<file path="src/rtl/i2c_master_if.sv">
// Command/status handshake and open-drain pin bundle for the single-byte I2C initiator.
// Pin outputs are active-low pull enables: 0 pulls the line low, 1 releases it.
interface i2c_master_if;
  logic       start;
  logic [6:0] addr;
  logic       rw;
  logic [7:0] wdata;
  logic       scl_i;
  logic       sda_i;
  logic       scl_o;
  logic       sda_o;
  logic       busy;
  logic       done;
  logic       ack_err;
  logic [7:0] rdata;

  modport master (
    input  start, addr, rw, wdata, scl_i, sda_i,
    output scl_o, sda_o, busy, done, ack_err, rdata
  );

  modport slave (
    output start, addr, rw, wdata, scl_i, sda_i,
    input  scl_o, sda_o, busy, done, ack_err, rdata
  );
endinterface

</file>
<file path="src/rtl/i2c_master.sv">
// Single-byte I2C initiator: START, address+R/W, one data byte written or read, STOP.
// Every bus phase is built from SCL quarter periods of CLK_DIV clocks; responder clock stretching is honoured.
module i2c_master #(
  parameter int CLK_DIV = 4
) (
  input logic          clk,
  input logic          reset,
  i2c_master_if.master bus
);
  localparam int DIV_W = (CLK_DIV > 2) ? $clog2(CLK_DIV) : 1;

  typedef enum logic [3:0] {
    IDLE, START, ADDR, ADDR_ACK, WDATA, WACK, RDATA, RNACK, STOP
  } state_t;

  state_t           state;
  logic [1:0]       q;
  logic [2:0]       bitn;
  logic [7:0]       sh;
  logic             rw_q;
  logic [7:0]       wdata_q;
  logic [DIV_W-1:0] div;
  logic             in_slot;
  logic             stretch;
  logic             tick;

  assign in_slot = (state == ADDR) || (state == ADDR_ACK) || (state == WDATA) ||
                   (state == WACK) || (state == RDATA) || (state == RNACK);
  // SCL has been released but a responder still holds it low: freeze the quarter.
  assign stretch = !bus.scl_i && ((in_slot && q == 2'd2) || (state == STOP && q == 2'd1));
  assign tick    = bus.busy && !stretch && (div == DIV_W'(CLK_DIV - 1));

  always_ff @(posedge clk or posedge reset) begin
    if (reset) begin
      state       <= IDLE;
      q           <= '0;
      bitn        <= '0;
      sh          <= '0;
      rw_q        <= 1'b0;
      wdata_q     <= '0;
      div         <= '0;
      bus.scl_o   <= 1'b1;
      bus.sda_o   <= 1'b1;
      bus.busy    <= 1'b0;
      bus.done    <= 1'b0;
      bus.ack_err <= 1'b0;
      bus.rdata   <= '0;
    end else begin
      bus.done <= 1'b0;
      if (!bus.busy || stretch || tick) div <= '0;
      else                              div <= div + DIV_W'(1);

      case (state)
        IDLE: if (bus.start) begin
          sh          <= {bus.addr, bus.rw};
          rw_q        <= bus.rw;
          wdata_q     <= bus.wdata;
          bus.ack_err <= 1'b0;
          bus.busy    <= 1'b1;
          bitn        <= '0;
          q           <= '0;
          bus.scl_o   <= 1'b1;
          bus.sda_o   <= 1'b1;
          state       <= START;
        end

        START: if (tick) begin
          q <= q + 2'd1;
          case (q)
            2'd0: bus.sda_o <= 1'b0;
            2'd2: bus.scl_o <= 1'b0;
            2'd3: begin
              bus.sda_o <= sh[7];
              state     <= ADDR;
            end
            default: ;
          endcase
        end

        ADDR, ADDR_ACK, WDATA, WACK, RDATA, RNACK: if (tick) begin
          q <= q + 2'd1;
          if (q == 2'd1) bus.scl_o <= 1'b1;
          // End of a bit slot: sample SDA, then pull SCL low and present the next bit.
          if (q == 2'd3) begin
            bus.scl_o <= 1'b0;
            case (state)
              ADDR, WDATA: begin
                sh        <= {sh[6:0], 1'b0};
                bitn      <= bitn + 3'd1;
                bus.sda_o <= (bitn == 3'd7) ? 1'b1 : sh[6];
                if (bitn == 3'd7) state <= (state == ADDR) ? ADDR_ACK : WACK;
              end
              ADDR_ACK: begin
                if (bus.sda_i) begin
                  bus.ack_err <= 1'b1;
                  bus.sda_o   <= 1'b0;
                  state       <= STOP;
                end else if (rw_q) begin
                  bus.sda_o <= 1'b1;
                  state     <= RDATA;
                end else begin
                  sh        <= wdata_q;
                  bus.sda_o <= wdata_q[7];
                  state     <= WDATA;
                end
              end
              WACK: begin
                if (bus.sda_i) bus.ack_err <= 1'b1;
                bus.sda_o <= 1'b0;
                state     <= STOP;
              end
              RDATA: begin
                sh        <= {sh[6:0], bus.sda_i};
                bitn      <= bitn + 3'd1;
                bus.sda_o <= 1'b1;
                if (bitn == 3'd7) state <= RNACK;
              end
              RNACK: begin
                bus.rdata <= sh;
                bus.sda_o <= 1'b0;
                state     <= STOP;
              end
              default: ;
            endcase
          end
        end

        STOP: if (tick) begin
          q <= q + 2'd1;
          case (q)
            2'd0: bus.scl_o <= 1'b1;
            2'd1: bus.sda_o <= 1'b1;
            2'd3: begin
              bus.busy <= 1'b0;
              bus.done <= 1'b1;
              state    <= IDLE;
            end
            default: ;
          endcase
        end

        default: state <= IDLE;
      endcase
    end
  end
endmodule

</file>
<file path="src/flat_wrapper.sv">
// flat-port wrapper written by rule: the top's interface ports become plain ports
module i2c_master_flat 
#(
  parameter int CLK_DIV = 4
)
  (clk, reset, bus_start, bus_addr, bus_rw, bus_wdata, bus_scl_i, bus_sda_i, bus_scl_o, bus_sda_o, bus_busy, bus_done, bus_ack_err, bus_rdata);
  i2c_master_if bus_i ();
  input logic clk;
  input logic reset;
  input wire logic [$bits(bus_i.start)-1:0] bus_start;
  input wire logic [$bits(bus_i.addr)-1:0] bus_addr;
  input wire logic [$bits(bus_i.rw)-1:0] bus_rw;
  input wire logic [$bits(bus_i.wdata)-1:0] bus_wdata;
  input wire logic [$bits(bus_i.scl_i)-1:0] bus_scl_i;
  input wire logic [$bits(bus_i.sda_i)-1:0] bus_sda_i;
  output wire logic [$bits(bus_i.scl_o)-1:0] bus_scl_o;
  output wire logic [$bits(bus_i.sda_o)-1:0] bus_sda_o;
  output wire logic [$bits(bus_i.busy)-1:0] bus_busy;
  output wire logic [$bits(bus_i.done)-1:0] bus_done;
  output wire logic [$bits(bus_i.ack_err)-1:0] bus_ack_err;
  output wire logic [$bits(bus_i.rdata)-1:0] bus_rdata;
  assign bus_i.start = bus_start;
  assign bus_i.addr = bus_addr;
  assign bus_i.rw = bus_rw;
  assign bus_i.wdata = bus_wdata;
  assign bus_i.scl_i = bus_scl_i;
  assign bus_i.sda_i = bus_sda_i;
  assign bus_scl_o = bus_i.scl_o;
  assign bus_sda_o = bus_i.sda_o;
  assign bus_busy = bus_i.busy;
  assign bus_done = bus_i.done;
  assign bus_ack_err = bus_i.ack_err;
  assign bus_rdata = bus_i.rdata;
  i2c_master #(.CLK_DIV(CLK_DIV)) u_core (.clk(clk), .reset(reset), .bus(bus_i));
endmodule
</file>
<file path="config.mk">
export PLATFORM = sky130hd
export DESIGN_NAME = i2c_master_flat
export DESIGN_NICKNAME = d
export VERILOG_FILES = /design/src/rtl/i2c_master_if.sv /design/src/rtl/i2c_master.sv /design/src/flat_wrapper.sv
export SDC_FILE = /design/constraint.sdc
export NUM_CORES = 1
export LEC_CHECK = 0
export BUFFER_PORTS_ARGS = -buffer_cell sky130_fd_sc_hd__buf_2
export CORE_MARGIN = 2
export CORE_UTILIZATION = 55
export DETAILED_ROUTE_END_ITERATION = 8
export PLACE_DENSITY = 0.78
export SKIP_CTS_REPAIR_TIMING = 1
export SLEW_MARGIN = 20
export SYNTH_ARGS = -nofsm -noshare
export SYNTH_HDL_FRONTEND = slang
export SYNTH_SLANG_ARGS = --single-unit
export TNS_END_PERCENT = 5
</file>
<file path="constraint.sdc">
create_clock -name clk -period 3.8 [get_ports clk]
set_clock_uncertainty 0.2 [all_clocks]
set_input_delay 0.38 -clock clk [delete_from_list [all_inputs] [get_ports clk]]
set_output_delay 0.38 -clock clk [all_outputs]
set_load 0.01 [all_outputs]
</file>
==> results of run 1 <==
[cells in the mapped netlist (2+ instances only)]
| cell type | number | area, µm² |
|---|---|---|
| o211ai_1 | 2 | 15.01 |
| nand3_1 | 8 | 40.04 |
| dfstp_2 | 2 | 52.55 |
| dfrtp_1 | 39 | 975.9 |
| nor4_1 | 3 | 18.77 |
| buf_2 | 2 | 10.01 |
| mux2_2 | 17 | 191.4 |
| a21oi_1 | 16 | 80.08 |
| ha_1 | 7 | 87.58 |
| clkbuf_1 | 8 | 30.03 |
| nor2b_1 | 3 | 18.77 |
| nor2_1 | 19 | 71.32 |
| inv_1 | 8 | 30.03 |
| nand3b_1 | 2 | 15.01 |
| or3_1 | 2 | 12.51 |
| nand2b_1 | 2 | 12.51 |
| o21ai_0 | 4 | 20.02 |
| nor4b_1 | 2 | 17.52 |
| mux2i_1 | 12 | 120.1 |
| nand2_1 | 43 | 161.4 |
| o22ai_1 | 2 | 12.51 |
[critical path: stages, from the launching register on]
cell      delay [ns]
dfrtp_1         0.52
o21ba_1         0.47
a221oi_2        0.52
nand2_2         0.21
nor3_4          0.43
mux2_2          0.39
[cell usage in the layout, fill, tap and decap left out, types with 4 or more instances in the layout]
cell      Yosys  layout
nand3_1       8       8
mux2i_1      12      12
o21ai_0       4       4
inv_1         8       8
nand2_1      43      43
mux2_2       17      17
nor2_1       19      19
buf_2         2      33
dfrtp_1      39      39
clkbuf_8      0       5
a21oi_1      16      16
ha_1          7       7
[logic make-up after synthesis]
logic type / synth area share, %
and+or+nand+nor: 19.32
AOI/OAI and AO/OA: 11.53
muxes: 14.07
adders and majority gates: 4.407
DFF: 46.44
xor gates and xnor gates: 0.3956
buffers and inverters: 3.842
[flip-flops by register name, indices dropped and copies added (netlist names), 2 cells and up]
signal / flops
u_core.state: 4
u_core.div: 2
u_core.bitn: 3
u_core.sh: 8
u_core.q: 2
u_core.bus.rdata: 8
u_core.wdata_q: 8
[area by class of cell]
cell class	count	area, µm²	area share, %
flip-flops and latches	41	1028	40.49
inverters	8	30.03	1.182
well taps	50	62.56	2.463
clock buffers	5	68.82	2.709
clock inverters	3	68.82	2.709
multi-input cells	168	1101	43.35
repair buffers	35	180.2	7.094
[through the flow]
step	power, mW	util [%]	setup WS (ns)
after global placement	1.481	60.93	1.096
after global routing	2.091	64.42	0.7383
after detailed placement	1.512	60.93	1.021
final	1.939	64.42	0.9585
after CTS	1.946	64.42	0.9806
after floorplan	1.351	-	1.465
[worst max path at each step]
stage | from | slack [ns] | cells after the start | end
floorplan | u_core.q[0]$_DFFE_PP0P_ | 1.47 | 7 | u_core.bus.rdata[0]$_DFFE_PP0P_
global placement | u_core.state[1]$_DFFE_PP0P_ | 1.10 | 5 | u_core.bus.rdata[4]$_DFFE_PP0P_
detailed placement | u_core.state[1]$_DFFE_PP0P_ | 1.02 | 5 | u_core.bus.rdata[2]$_DFFE_PP0P_
CTS | u_core.state[1]$_DFFE_PP0P_ | 0.98 | 5 | u_core.bus.rdata[2]$_DFFE_PP0P_
global route | u_core.state[2]$_DFFE_PP0P_ | 0.74 | 5 | u_core.bus.rdata[6]$_DFFE_PP0P_
finish | u_core.state[1]$_DFFE_PP0P_ | 0.96 | 5 | u_core.bus.rdata[2]$_DFFE_PP0P_
[power breakdown]
part / switching, mW / total, mW / internal [mW] / leakage [nW]
logic: 0.442 / 0.798 / 0.357 / 0.679
clock network: 0.160 / 0.424 / 0.264 / 0.0687
registers: 0.131 / 0.716 / 0.586 / 0.512
total: 0.732 / 1.94 / 1.21 / 1.26
[routing by layer]
layer,routed length (µm),vias up,global-route usage [%]
met2,2181,54,35.02
met1,2116,815,32.83
met5,0,-,0
met3,275,13,4.500
li1,-,856,-
met4,97,0,7.398
==> summary.txt, run 1 <==
Cells after Synth: 229
Critical Path AT: 2.83 ns
Layout cells sized above 1: 25.77%
WL per Instance: 15.07 µm
TritonRoute pass-1 iters: 4
Synth async-reset ratio: 100.0%
Setup_tns: 0 ns
Status: finished, violations left
Die ar.: 4550 µm²
Die W: 67.46 µm
Fin crit share: 74.78%
Leakage: 1.259 nW
Worst-Skew Late Latency: 0.30 ns
CP startpoint kind: register
Ports: 34
Synth cell types: 47
Core Area: 3943 µm²
First-pass GRT wire length: 7693 µm
R2r setup slk: 0.96 ns
Max-slew headroom: 55.23%
Layout Cells excl Fill: 310
Hold_ws: -0.01503 ns
Worst slew pin tran: 0.6715 ns
Final hold violation count: 30
Post-Syn Area per Cell: 9.671 µm²
DRC Markers: 0
FF-to-FF End: u_core.bus.rdata[2]$_DFFE_PP0P_
Layout area overhead: 14.69%
Syn_nets: 257
CTS tree: done
Root buffer cell: clkbuf_8
CP Capture Type: register
GPL Wtd Cong: 0.8758
GR Util All Layers: 22.93%
EDFF count, synth: 0
Drt total wl: 4671 µm
DR vias/cell: 5.606
Reg2reg start: u_core.state[1]$_DFFE_PP0P_
Critical-path maximum fanout: 18
Final max-slew violation count: 0
Vias in the first global route: 1617
Pwr per Cell Area: 763.3 nW/µm²
Largest net degree at the start of global routing: 42
Peak supply drop: 0.3977 mV
Synth warnings: 0
GR Overflow Total: 0
Max Fclk: 351.9 MHz
Register bit total from synthesis: 41
Chip height: 67.46 µm
Initial antenna violation count: 0
Clock transition at path regs: 0.08 ns
Critical Path RT: 3.79 ns
Final ANT Viol Nets: 0
Worst Hold Class: input port to asynchronous set/reset pin
Hpwl dp: 3226 µm
Seq/Total Area, Yosys: 46.44%
Num CTS Buffers: 5
Max Cap Violations: 0
Finished Cell Area: 2540 µm²
Row cnt: 23
Violated checks: negative hold slack
Sink Count: 41
Via Count: 1738
Dpl cells: 302
Depth of the CTS H-tree: 2
Diode count: 0
CP Class: register to register
Unrepaired setup endpoints after global routing: false
Predominant post-synthesis flop cell: dfrtp_1
Longest Clk Path Bufs: 2
Initial core utilization: 56.17%
Fin nets: 287
Cell Area, Synth: 2215 µm²
Dpl cell area: 2402 µm²
Fill cells: 342
Worst r2r path cells: 5
Tmin final: 2.842 ns
Port buffer count: 33
Number of DRC markers in iteration 0: 116
Final setup viols: 0
No activity file was read; power rests on OpenSTA's default activity.
==> run 2, diff against run 1 <==
- CORE_UTILIZATION: 55 -> 51
- PLACE_DENSITY: 0.78 -> 0.76
- clock period: 3.8 -> 2.3 ns (I/O delays scaled with it)
==> summary.txt, run 2 (same netlist as run 1, synthesis figures left out) <==
GPL Wtd Cong: 0.9059 (was 0.8758)
Drt total wl: 5440 µm (was 4671 µm)
Vias in the first global route: 1757 (was 1617)
CP Capture Type: register (unchanged)
Clock transition at path regs: 0.08 ns (about the same)
CP startpoint kind: register (unchanged)
Worst-Skew Late Latency: 0.30 ns (about the same)
DRC Markers: 0 (unchanged)
Worst Slack Setup Final: -0.01165 ns (was 0.9585 ns)
Violated checks: negative setup slack (was negative hold slack)
Final ANT Viol Nets: 0 (unchanged)
Final hold violation count: 0 (was 30)
Chip height: 69.90 µm (was 67.46 µm)
Critical Path AT: 2.34 ns (was 2.83 ns)
Dpl cells: 321 (was 302)
Worst Hold Class: input port to register (was input port to asynchronous set/reset pin)
Max Fclk: 432.6 MHz (was 351.9 MHz)
Place WS: -0.1046 ns (was 1.021 ns)
Status: finished, violations left (unchanged)
Port buffer count: 33 (unchanged)
Fin nets: 320 (was 287)
Crit path launch: u_core.q[1]$_DFFE_PP0P_ (was u_core.state[1]$_DFFE_PP0P_)
Number of DRC markers in iteration 0: 94 (was 116)
Depth of the CTS H-tree: 2 (unchanged)
Total Power: 3.596 mW (was 1.939 mW)
Diode count: 0 (unchanged)
Initial core utilization: 54.19% (was 56.17%)
GR Overflow Total: 0 (unchanged)
Longest Clk Path Bufs: 2 (unchanged)
Max Cap Violations: 0 (unchanged)
Row cnt: 23 (unchanged)
Biggest regs: u_core.bus.rdata x8, u_core.sh x8, u_core.wdata_q x8 (unchanged)
Initial antenna violation count: 0 (unchanged)
Most frequent cells in the layout: nand2_1 (43), dfrtp_1 (38), buf_2 (33) (was nand2_1 (43), dfrtp_1 (39), buf_2 (33))
Leakage: 1.415 nW (was 1.259 nW)
CTS tree: done (unchanged)
Share of power burned in registers: 32.5% (was 36.9%)
Final setup viols: 5 (was 0)
CP Class: register to register (unchanged)
TritonRoute pass-1 iters: 4 (unchanged)
Max-slew headroom: 64.76% (was 55.23%)
Finished Cell Area: 2907 µm² (was 2540 µm²)
Dpl cell area: 2557 µm² (was 2402 µm²)
First-pass GRT wire length: 8376 µm (was 7693 µm)
Pwr per Cell Area: 1237 nW/µm² (was 763.3 nW/µm²)
Layout cells sized above 1: 35.15% (was 25.77%)
Unrepaired setup endpoints after global routing: true (was false)
Clock power frac: 16.8% (was 21.9%)
Commonest non-fill, non-tap cell in the layout: nand2_1 (unchanged)
Die ar.: 4885 µm² (was 4550 µm²)
Largest net degree at the start of global routing: 42 (unchanged)
Via Count: 1903 (was 1738)
Root buffer cell: clkbuf_8 (unchanged)
Layout area overhead: 31.24% (was 14.69%)
Fin crit share: 100.5% (was 74.78%)
Core Area: 4086 µm² (was 3943 µm²)
WL per Instance: 15.86 µm (was 15.07 µm)
Layout Cells excl Fill: 343 (was 310)
P_int: 2.224 mW (was 1.207 mW)
Hpwl dp: 3574 µm (was 3226 µm)
Psw: 1.373 mW (was 731.9 µW)
Tmin final: 2.312 ns (was 2.842 ns)
DR vias/cell: 5.548 (was 5.606)
Comb power frac: 50.7% (was 41.2%)
Sink Count: 41 (unchanged)
Peak supply drop: 0.7913 mV (was 0.3977 mV)
Ports: 34 (unchanged)
Num CTS Buffers: 5 (unchanged)
GR Util All Layers: 21.54% (was 22.93%)
Final max-slew violation count: 0 (unchanged)
Hold_sp: bus_sda_i
Critical Path RT: 2.33 ns (was 3.79 ns)
Worst slew pin tran: 0.5286 ns (was 0.6715 ns)
Switching Share: 38.17% (was 37.75%)
Reg2reg start: u_core.q[1]$_DFFE_PP0P_ (was u_core.state[1]$_DFFE_PP0P_)
Critical-path maximum fanout: 4 (was 18)
Die W: 69.90 µm (was 67.46 µm)
## run 2: cell types whose count changed in the layout (fill, tap and decap cells not counted), sizes merged
cell         before  now
inv               9    8
buf              35   58
bufinv            2    1
dlygate4sd3       0   10
clkbuf            5    7
## run 2: power groups by stage
stage	Combinational, mW	Clock (mW)	Sequential, mW
after floorplan	1.12	0	1.11
after global placement	1.53	0	1.14
after detailed placement	1.56	0	1.16
after CTS	1.58	0.614	1.14
after global routing	1.99	0.642	1.20
final	1.82	0.606	1.17
## run 2: per-stage QoR
step / TNS [ns] / utilization [%] / hold slack, ns
after global placement: -0.02703 / 62.58 / 0.1836
after floorplan: 0 / - / 0.1354
after CTS: -1.254 / 65.43 / -0.1286
after detailed placement: -0.9553 / 62.58 / 0.1947
after global routing: -0.5798 / 71.13 / 0.1218
final: -0.03471 / 71.13 / 0.1116
## run 2: worst paths after layout
path	slack, ns	cells after the start	endpoint
setup / recovery	-0.01	8	u_core.bus.scl_o$_DFFE_PP1P_
hold / removal	0.11	4	u_core.state[2]$_DFFE_PP0P_
setup reg to reg	-0.01	8	u_core.bus.scl_o$_DFFE_PP1P_
hold reg to reg	0.25	1	u_core.div[0]$_DFF_PP0_
max in group asynchronous	1.11	4	u_core.bus.sda_o$_DFFE_PP1P_
min in group asynchronous	0.40	4	u_core.bus.done$_DFF_PP0_
## run 2: per-layer routing
metal	track usage (%)	share of wire [%]	vias to the layer above
met5	0	0	-
met4	7.051	2.8	0
met3	4.618	4.7	17
met2	33.54	46	49
met1	30.08	47	913
li1	-	-	924
## run 2: critical path: stages, from the launching register on
cell       delay (ns)
dfrtp_1          0.45
inv_2            0.08
ha_4             0.17
nor2b_4          0.13
o31ai_1          0.32
a21oi_1          0.18
a2111oi_0        0.35
buf_4            0.19
mux2i_1          0.17
## run 2: layout make-up
| class | instances | area [µm²] |
|---|---|---|
| Multi-Input combinational cell | 168 | 1195 |
| Fill cell | 306 | 1180 |
| Sequential cell | 41 | 1030 |
| Timing Repair Buffer | 68 | 473.0 |
| Clock buffer | 7 | 86.33 |
| Tap cell | 50 | 62.56 |
| Clock inverter | 1 | 30.03 |
| Inverter | 8 | 30.03 |
==> run 3, diff against run 2 <==
- CORE_ASPECT_RATIO: unset -> 1.75
==> summary.txt, run 3 (same netlist as run 1, synthesis figures left out) <==
Initial core utilization: 53.36% (was 54.19%)
Violated checks: negative setup slack (unchanged)
First-pass GRT wire length: 8528 µm (was 8376 µm)
Final ANT Viol Nets: 0 (unchanged)
Die ar.: 4907 µm² (was 4885 µm²)
Vias in the first global route: 1915 (was 1757)
Number of DRC markers in iteration 0: 75 (was 94)
Port buffer count: 33 (unchanged)
Critical-path maximum fanout: 8 (was 4)
Die W: 53.82 µm (was 69.90 µm)
CP startpoint kind: register (unchanged)
Setup_tns: -0.0008937 ns (was -0.03471 ns)
Layout cells sized above 1: 37.09% (was 35.15%)
Fin crit share: 100.0% (was 100.5%)
Ports: 34 (unchanged)
Drt total wl: 5738 µm (was 5440 µm)
Critical Path AT: 2.29 ns (was 2.34 ns)
Tmin final: 2.301 ns (was 2.312 ns)
Max-slew headroom: 65.55% (was 64.76%)
Depth of the CTS H-tree: 2 (unchanged)
Hpwl dp: 3991 µm (was 3574 µm)
Final setup viols: 2 (was 5)
Finished Core Util: 70.70% (was 71.13%)
R2r setup slk: -0.0009 ns (was -0.01 ns)
DRC Markers: 0 (unchanged)
Most frequent cells in the layout: nand2_1 (43), dfrtp_1 (39), buf_2 (33) (was nand2_1 (43), dfrtp_1 (38), buf_2 (33))
Root buffer cell: clkbuf_8 (unchanged)
Max Fclk: 434.6 MHz (was 432.6 MHz)
CP Capture Type: register (unchanged)
Chip height: 91.18 µm (was 69.90 µm)
Worst hold path endpoint: u_core.sh[5]$_DFFE_PP0P_ (was u_core.state[2]$_DFFE_PP0P_)
Worst r2r path cells: 8 (unchanged)
Total Power: 3.572 mW (was 3.596 mW)
Final max-slew violation count: 0 (unchanged)
Fill cells: 285 (was 306)
WL per Instance: 16.35 µm (was 15.86 µm)
GPL Wtd Cong: 0.9457 (was 0.9059)
CP Class: register to register (unchanged)
DR vias/cell: 5.718 (was 5.548)
Longest Clk Path Bufs: 2 (unchanged)
Dpl cells: 330 (was 321)
Unrepaired setup endpoints after global routing: true (unchanged)
Final hold violation count: 0 (unchanged)
Core Area: 4150 µm² (was 4086 µm²)
Largest net degree at the start of global routing: 42 (unchanged)
Worst Hold Class: input port to register (unchanged)
Worst slew pin tran: 0.5168 ns (was 0.5286 ns)
Leakage: 1.444 nW (was 1.415 nW)
Critical Path RT: 2.28 ns (was 2.33 ns)
Worst Slack Setup Final: -0.0008684 ns (was -0.01165 ns)
Commonest non-fill, non-tap cell in the layout: nand2_1 (unchanged)
Hold_sp: bus_addr[4] (was bus_sda_i)
Peak supply drop: 0.9029 mV (was 0.7913 mV)
Biggest regs: u_core.bus.rdata x8, u_core.sh x8, u_core.wdata_q x8 (unchanged)
Diode count: 0 (unchanged)
Hold Path Depth: 4 (unchanged)
GR Util All Layers: 23.94% (was 21.54%)
Clock transition at path regs: 0.08 ns (about the same)
Initial antenna violation count: 0 (unchanged)
Layout area overhead: 32.49% (was 31.24%)
TritonRoute pass-1 iters: 4 (unchanged)
CTS tree: done (unchanged)
Sink Count: 41 (unchanged)
Via Count: 2007 (was 1903)
Pwr per Cell Area: 1217 nW/µm² (was 1237 nW/µm²)
FF-to-FF End: u_core.bus.rdata[6]$_DFFE_PP0P_ (was u_core.bus.scl_o$_DFFE_PP1P_)
Fin nets: 329 (was 320)
Reg2reg start: u_core.q[1]$_DFFE_PP0P_ (unchanged)
Layout Cells excl Fill: 351 (was 343)
Row cnt: 31 (was 23)
Status: finished, violations left (unchanged)
Num CTS Buffers: 5 (unchanged)
Max Cap Violations: 0 (unchanged)
GR Overflow Total: 0 (unchanged)
Worst-Skew Late Latency: 0.29 ns (was 0.30 ns)
Place WS: -0.06124 ns (was -0.1046 ns)
run 3: final cells by class:
type | instances | area, µm² | area share [%]
repair buffers | 77 | 540.5 | 18.42
clock buffers | 6 | 72.57 | 2.473
flip-flops and latches | 41 | 1028 | 35.05
inverters | 8 | 30.03 | 1.023
multi-input cells | 168 | 1186 | 40.43
clock inverters | 2 | 15.01 | 0.5117
well taps | 49 | 61.31 | 2.090
run 3: report_power, final:
group | switching [mW] | total [mW] | leakage, nW | internal [mW]
combinational | 0.965 | 1.93 | 0.895 | 0.966
clock | 0.258 | 0.472 | 0.0374 | 0.214
sequential | 0.200 | 1.17 | 0.512 | 0.969
run 3: layer usage:
layer | wire (µm) | part of all wire (%) | up-vias | GRT usage (%)
met1 | 1970 | 34 | 973 | 26.09
met3 | 229 | 4.0 | 21 | 4.112
met5 | 0 | 0 | - | 0
met4 | 257 | 4.5 | 0 | 14.74
li1 | - | - | 942 | -
met2 | 3281 | 57 | 71 | 40.45
run 3: how the worst max path moves through the flow:
stage                                            from                               to  cells past startpoint
final                         u_core.q[1]$_DFFE_PP0P_  u_core.bus.rdata[6]$_DFFE_PP0P_                      8
after global routing          u_core.q[0]$_DFFE_PP0P_  u_core.bus.rdata[0]$_DFFE_PP0P_                      8
after CTS                     u_core.q[0]$_DFFE_PP0P_         u_core.sh[4]$_DFFE_PP0P_                      8
after detailed placement      u_core.q[0]$_DFFE_PP0P_         u_core.sh[4]$_DFFE_PP0P_                      8
after global placement    u_core.state[2]$_DFFE_PP0P_     u_core.bus.scl_o$_DFFE_PP1P_                      7
after floorplan               u_core.q[0]$_DFFE_PP0P_  u_core.bus.rdata[0]$_DFFE_PP0P_                      7
run 3: through the flow:
step	area (µm²)	hold WS [ns]
final	2934	0.1072
after global placement	2631	0.1787
after global routing	2934	0.1226
after CTS	2719	-0.1382
after floorplan	2215	0.1354
after detailed placement	2631	0.1820
run 3: critical path, cell delays in order, from the launching register on:
cell and delay [ns]:
dfrtp_1 0.44, inv_2 0.06, ha_2 0.18, nor2b_4 0.13
a221oi_4 0.35, nand2_2 0.12, nor3_4 0.22, buf_12 0.15
mux2_2 0.33
